File: config.mk
export PLATFORM = sky130hd
export DESIGN_NAME = bus_arb
export DESIGN_NICKNAME = d
export VERILOG_FILES = /design/src/rtl/bus_arb.sv
export SDC_FILE = /design/constraint.sdc
export NUM_CORES = 1
export LEC_CHECK = 0
export ABC_AREA = 1
export CELL_PAD_IN_SITES_DETAIL_PLACEMENT = 2
export CELL_PAD_IN_SITES_GLOBAL_PLACEMENT = 2
export CORE_ASPECT_RATIO = 0.5
export CORE_MARGIN = 4
export CORE_UTILIZATION = 10
export CTS_CLUSTER_DIAMETER = 40
export CTS_CLUSTER_SIZE = 20
export DETAILED_ROUTE_END_ITERATION = 8
export PLACE_DENSITY = 0.95
export SYNTH_ARGS = -nofsm -noshare
export SYNTH_HDL_FRONTEND = slang
export SYNTH_SLANG_ARGS = --single-unit
File: constraint.sdc
create_clock -name clk -period 1.25 [get_ports clk]
set_clock_uncertainty 0.05 [all_clocks]
set_input_delay 0.125 -clock clk [delete_from_list [all_inputs] [get_ports clk]]
set_output_delay 0.125 -clock clk [all_outputs]
set_load 0.02 [all_outputs]
File: src/rtl/bus_arb.sv
// Two-master round-robin arbiter sharing one slave bus between master 0 (CPU) and master 1. Optional ack watchdog: ARB_TIMEOUT_EN.
// Latency: the grant is registered one cycle after a request, so the earliest ack is 2 cycles after stb. Every transaction is followed by one IDLE cycle.
// Backpressure: a master that is not granted sees ack=0 and holds stb. A granted master waits on bus_ack (or on the forced timeout when enabled).
module bus_arb #(
    parameter int TIMEOUT_CYCLES = 255
) (
    input  logic        clk,
    input  logic        rst,
    input  logic        m0_stb,
    input  logic        m0_we,
    input  logic [21:0] m0_addr,
    input  logic [31:0] m0_dout,
    output logic [31:0] m0_din,
    output logic        m0_ack,
    input  logic        m1_stb,
    input  logic        m1_we,
    input  logic [21:0] m1_addr,
    input  logic [31:0] m1_dout,
    output logic [31:0] m1_din,
    output logic        m1_ack,
    output logic        bus_stb,
    output logic        bus_we,
    output logic [21:0] bus_addr,
    output logic [31:0] bus_dout,
    input  logic [31:0] bus_din,
    input  logic        bus_ack,
    output logic [1:0]  grant,
    output logic        timeout_err
);

    typedef enum logic [1:0] {
        IDLE = 2'd0,
        G0   = 2'd1,
        G1   = 2'd2
    } state_t;

    state_t state, state_nxt;
    logic   last, last_nxt;   // master served most recently; the other one wins a tie
    logic   tmo_hit;          // forced termination of the current grant this cycle

`ifdef ARB_TIMEOUT_EN
    localparam logic [7:0] TMO_LAST = 8'(TIMEOUT_CYCLES - 1);

    logic [7:0] tmo_cnt;
    logic       gnt_stb;

    // Count consecutive granted cycles without an ack; IDLE always precedes a grant, so it clears here.
    always_ff @(posedge clk) begin
        if (rst) begin
            tmo_cnt <= 8'd0;
        end else if (state != IDLE && !bus_ack) begin
            tmo_cnt <= tmo_cnt + 8'd1;
        end else begin
            tmo_cnt <= 8'd0;
        end
    end

    // A real ack in the final cycle wins over the watchdog; a dropped stb is an abort, not a timeout.
    assign gnt_stb = (state == G0) ? m0_stb : ((state == G1) ? m1_stb : 1'b0);
    assign tmo_hit = gnt_stb && !bus_ack && (tmo_cnt == TMO_LAST);
`else
    assign tmo_hit = 1'b0;
`endif

    assign timeout_err = tmo_hit;

    // State and round-robin history registers.
    always_ff @(posedge clk) begin
        if (rst) begin
            state <= IDLE;
            last  <= 1'b1;
        end else begin
            state <= state_nxt;
            last  <= last_nxt;
        end
    end

    // Arbitration, transaction end/abort and the bus/ack steering for the current grant.
    always_comb begin
        state_nxt = state;
        last_nxt  = last;
        bus_stb   = 1'b0;
        bus_we    = 1'b0;
        bus_addr  = 22'd0;
        bus_dout  = 32'd0;
        m0_ack    = 1'b0;
        m1_ack    = 1'b0;
        m0_din    = bus_din;
        m1_din    = bus_din;
        grant     = 2'b00;
        case (state)
            IDLE: begin
                if (m0_stb && m1_stb) begin
                    state_nxt = last ? G0 : G1;
                end else if (m0_stb) begin
                    state_nxt = G0;
                end else if (m1_stb) begin
                    state_nxt = G1;
                end
            end
            G0: begin
                bus_stb  = m0_stb;
                bus_we   = m0_we;
                bus_addr = m0_addr;
                bus_dout = m0_dout;
                m0_ack   = bus_ack | tmo_hit;
                grant    = 2'b01;
                if (tmo_hit) begin
                    m0_din = 32'd0;
                end
                if (bus_ack || tmo_hit) begin
                    state_nxt = IDLE;
                    last_nxt  = 1'b0;
                end else if (!m0_stb) begin
                    state_nxt = IDLE;
                end
            end
            G1: begin
                bus_stb  = m1_stb;
                bus_we   = m1_we;
                bus_addr = m1_addr;
                bus_dout = m1_dout;
                m1_ack   = bus_ack | tmo_hit;
                grant    = 2'b10;
                if (tmo_hit) begin
                    m1_din = 32'd0;
                end
                if (bus_ack || tmo_hit) begin
                    state_nxt = IDLE;
                    last_nxt  = 1'b1;
                end else if (!m1_stb) begin
                    state_nxt = IDLE;
                end
            end
            default: begin
                state_nxt = IDLE;
            end
        endcase
    end

endmodule

-- Word level (Yosys, flattened, before mapping)
Index checks and enable logic that the tools add are counted.
- register bits after elaboration: 3
- bits in latches: 0
- bits in writable memories: 0
- ROM bits: 0
- bits of input ports: 147
- output and inout port bits: 125
- logic and storage cells: 33
- memories: 0
- add/subtract/negate cells: 0
- $mul: 0
- div/mod/pow operators: 0
- magnitude comparators: 0
- equality and inequality tests: 7
- shift operators: 0
- muxes and demuxes: 19
- bitwise gates (word level): 0
- reductions and logical operators: 5
- operator list (cell ; count):
    $pmux W32 S2 ; 1
    $pmux W22 S2 ; 1
    $mux W2 ; 8
    $ne A3 B3 Y1 const B ; 2
    $pmux W1 S2 ; 3
    $pmux W2 S3 ; 1
    $reduce_and A3 Y1 ; 2
    $mux W1 ; 4
    $ne A2 B2 Y1 const B ; 2
    $ne A4 B4 Y1 const B ; 1
    $pmux W2 S2 ; 1
    $eq A2 B1 Y1 const B ; 1
    $eq A2 B2 Y1 const B ; 1
    $logic_not A2 Y1 ; 1
    $reduce_bool A2 Y1 ; 1
    $logic_and A1 B1 Y1 ; 1

-- Depth between registers and ports, before layout
Gate-level depths: netlist of the first run.
- depth in word-level cells: 4
- mapped depth: 9

-- Least setup slack after synthesis of the first run
No wires, ideal clock.
- path kind: register -> output
- start: register state[0]
- end: output port bus_addr[14]
- arrival: 1.382 ns
- path slack: -0.307 ns
- cell stages (with the launch flop): 7
- buffers on the path: 2
- cell sequence: dfxtp_1 > inv_1 > ha_1 > inv_1 > buf_2 > buf_2 > a21oi_1
- cells in the longest elaborated chain, start to end: 2
- ends and longest elaborated chain (item ; line ; source):
    start: declaration ; 37 ; state_t state, state_nxt;
    start signal: assignment ; 73 ; state <= state_nxt;
    $eq A2 B2 Y1 or $eq A2 B1 Y1 (tied branches) ; 91 ; case (state)
    $pmux W22 S2 * ; 91 ;
    end: declaration ; 23 ; output logic [21:0] bus_addr,
Every way passes the cells marked *; elsewhere a longest branch is shown, timed or not.

-- Final worst setup path of the first run
- start: register state[1]
- end: output port bus_dout[29]
- cells in the longest elaborated chain, start to end: 2
- ends and longest elaborated chain (item ; line ; source):
    $eq A2 B2 Y1 or $eq A2 B1 Y1 (tied branches) ; 91 ;
    $pmux W32 S2 * ; 91 ;
    end: declaration ; 24 ; output logic [31:0] bus_dout,
Marked as above.

==> impl_summary.md, run 1 <==
Detailed routing
Before antenna repair, the detailed router went through 4 iterations. After detailed routing, the number of remaining DRC violations is 0. The via density per instance is 3.94. Once detail routing completed, the nets flagged for antenna violations numbered 0. The routed length per instance is 23.4 um.

The initial detailed-routing violation count is 54. The total via count in the routed design is 2,521. Summed over all layers, the routed wires come to 15,000 um.

Floorplan
The initial standard-cell utilization of the core is 0.102. The die boundary width is 185 um. The number of placement rows is 32. The boundary pin count is 272. The die covers 17,900 um2. After floorplanning, the core was sized to cover 15,400 um2. The die is 96.7 um tall.

Yosys
The fraction of post-synthesis cell area in the top cell type by area is 0.339. Of all cell types, the one taking the most synthesized area is sky130_fd_sc_hd__buf_4. The area of the mapped netlist is 1570 um2. After technology mapping, the gate count stands at 295. The number of distinct library cells after synthesis is 13.

The net count after synthesis is 447. The flop and latch count out of synthesis is 3. The average size of a mapped cell is 5.34 um2.

Of the synthesized area, sequential elements account for 0.0382. The count of yosys warnings during synthesis is 0. By area the synthesized netlist is led by sky130_fd_sc_hd__buf_4, sky130_fd_sc_hd__nand2_1, sky130_fd_sc_hd__a21oi_1.

Final layout
The area added between synthesis and finish is 222%. The repair_antennas step left the layout with diodes totalling 0. Fill cells in the final layout number 1,633. In the layout the commonest cells are sky130_fd_sc_hd__clkdlybuf4s50_1, sky130_fd_sc_hd__nand2_2, sky130_fd_sc_hd__buf_6. The library cell used most frequently in the layout, excluding fill and tap cells, is sky130_fd_sc_hd__clkdlybuf4s50_1. In the final layout, the share of cells above drive strength 1 is 0.654. After the last flow step, the layout net total stands at 589.

The final core utilization is 0.328. After routing the design area is 5060 um2.

Clocking
The total clock sinks is 3. TritonCTS built the clock tree. The number of clock buffers inserted by TritonCTS is 3. Clock latency on the worst-skew pair, taken at its later pin, is 0.23 ns. The clock transition at the register clock pins on the worst setup and hold paths after CTS is 0.03 ns. The count of hold buffers inserted by post-cts repair is 0.

The number of H-tree levels is 1. The library cell used as clock root buffer is sky130_fd_sc_hd__clkbuf_16. The deepest clock path buffer count is 2.

Global route
After global routing the overflow that remains totals 0. In the global route stage, overall resource usage came out at 0.137. For met3 alone, demand over resource in global routing was 0.0319. The most used routing layer in global routing is met2. The number of global-route vias before repair is 2,876. The number of antenna violations at the first check in global routing was 0.

The global-route track usage on met2 is 0.274. The global-route wire length before repair is 18,800 um. Entering global routing, the biggest net connects 26 pins.

The met1 layer usage reported by global route is 0.143.

Placed design
Once detailed placement completed, the half-perimeter wirelength came to 9260 um. At the end of routability-driven placement, the weighted congestion stood at 0.851. Summing all placed instances gives a cell area of 3780 um2. Port buffering added 174 buffers.

Critical path
The critical path start-end classification is reg -> out. Of all nets on the critical path, the largest fanout is 7. At the worst endpoint, the required time is 1.08 ns.

The critical path capture point type is an output port. The arrival time of data at the critical path endpoint is 1.58 ns. The kind of start point of the critical path is a flip-flop.

Timing
Setup repair after global routing could not meet its margin everywhere. The number of hold violations in the final report is 0. The aggregate negative setup slack is -26.92 ns. The worst hold margin is 0.200 ns. The max-slew violation count is 0. In the finished design, the share of the clock period the worst path needs comes to 1.40.

Setup violations remaining at the end of the flow were counted as 63. The final worst setup slack is -0.502 ns. The achievable clock frequency is 571 MHz. The clock period minus worst slack is 1.75 ns.

Outcome
The final reports fail on negative setup slack. The flow ran to the end, but the final reports show violations.

Min path
The tightest min-delay check is of the in -> out type.

Run
The number of max-cap violations is 0.

Power
In this run the static leakage power is 1.90 nW. The total power divided by cell area is 977 nW/um2. The highest ir drop seen on vdd is 0.487 mV.
==> area by class of cell <==
| type | count | area [um2] | share of cell area |
|---|---|---|---|
| timing repair inverter | 1 | 11.3 | 0.00222 |
| tap | 204 | 255 | 0.0504 |
| multi-input combinational | 198 | 2000 | 0.394 |
| clock buffer | 4 | 78.8 | 0.0156 |
| timing repair buffer | 220 | 2590 | 0.512 |
| inverter | 10 | 60.1 | 0.0119 |
| sequential | 3 | 67.6 | 0.0133 |
==> per-layer routing <==
layer,vias to the layer above,share of wire
met3,42,0.049
met5,-,0
met1,1243,0.37
li1,1145,-
met4,0,0.045
met2,91,0.54
==> per-stage QoR <==
| step | power [mW] | cells | setup WS [ns] |
|---|---|---|---|
| finish | 4.95 | 640 | -0.502 |
| global route | 5.14 | 640 | -0.527 |
| CTS | 4.27 | 625 | -0.434 |
| detailed placement | 2.91 | 610 | -0.724 |
| global placement | 2.82 | 610 | -0.661 |
| floorplan | 2.17 | 295 | -0.0816 |
==> power by group <==
group,total [mW],internal (mW),leakage (nW),switching [mW]
sequential,0.141,0.114,0.0260,0.0269
combinational,4.26,2.05,1.83,2.21
clock,0.539,0.424,0.0382,0.116
total,4.95,2.59,1.90,2.36
==> path summary, 6_finish.rpt <==
kind	slack (ns)	startpoint	to	cells after the start
worst min register to register	0.42	last$_SDFFE_PP1P_	last$_SDFFE_PP1P_	2
worst max register to register	-0.36	state[1]$_SDFFE_PP0P_	state[0]$_SDFFE_PP0P_	11
worst min-delay path	0.20	bus_din[24]	m0_din[24]	0
worst max-delay path	-0.50	state[1]$_SDFFE_PP0P_	bus_dout[29]	7
==> Yosys cell counts <==
| cell | count |
|---|---|
| sky130_fd_sc_hd__nand2_1 | 126 |
| sky130_fd_sc_hd__buf_4 | 71 |
| sky130_fd_sc_hd__a21oi_1 | 57 |
| sky130_fd_sc_hd__inv_1 | 10 |
| sky130_fd_sc_hd__buf_2 | 9 |
| sky130_fd_sc_hd__nor2_1 | 7 |
| sky130_fd_sc_hd__ha_1 | 5 |
| sky130_fd_sc_hd__buf_6 | 3 |
| sky130_fd_sc_hd__dfxtp_1 | 3 |
| sky130_fd_sc_hd__clkbuf_1 | 1 |
| sky130_fd_sc_hd__conb_1 | 1 |
| sky130_fd_sc_hd__nand3_1 | 1 |
| sky130_fd_sc_hd__nor3_1 | 1 |
==> what timing repair did <==
action                     CTS  global route
pin swaps                   14            35
cloned                       6             7
gates resized for setup    454           107
setup endpoints to repair   62            63
buffers inserted             5             8
==> flip-flops by register name (all words and copies together), names as in the netlist <==
name,cells
state,2
last,1
==> critical path, cell delays in order, from the launching register on <==
cell                      delay (ns)
sky130_fd_sc_hd__dfxtp_4        0.38
sky130_fd_sc_hd__buf_6          0.11
sky130_fd_sc_hd__ha_4           0.17
sky130_fd_sc_hd__buf_12         0.14
sky130_fd_sc_hd__buf_12         0.13
sky130_fd_sc_hd__nand2_1        0.10
sky130_fd_sc_hd__a21oi_4        0.15
sky130_fd_sc_hd__buf_6          0.14
==> cell families (layout without fill, tap and decap cells) <==
logic type               after synthesis  count (layout)  synth area share
flip-flops                             3               3            0.0382
other                                  1               1           0.00238
AO/OA/AOI/OAI                         57              57             0.181
AND/OR/NAND/NOR                      135             135             0.324
buffers and inverters                 94             235             0.415
adder cells (fa/ha/maj)                5               5            0.0397
No activity file was read; power rests on OpenSTA's default activity.
==> run 2, diff against run 1 <==
CAP_MARGIN = 20   (was unset)
==> results of run 2 <==
No change in the layout: final DEF, timing and power equal those of run 1.
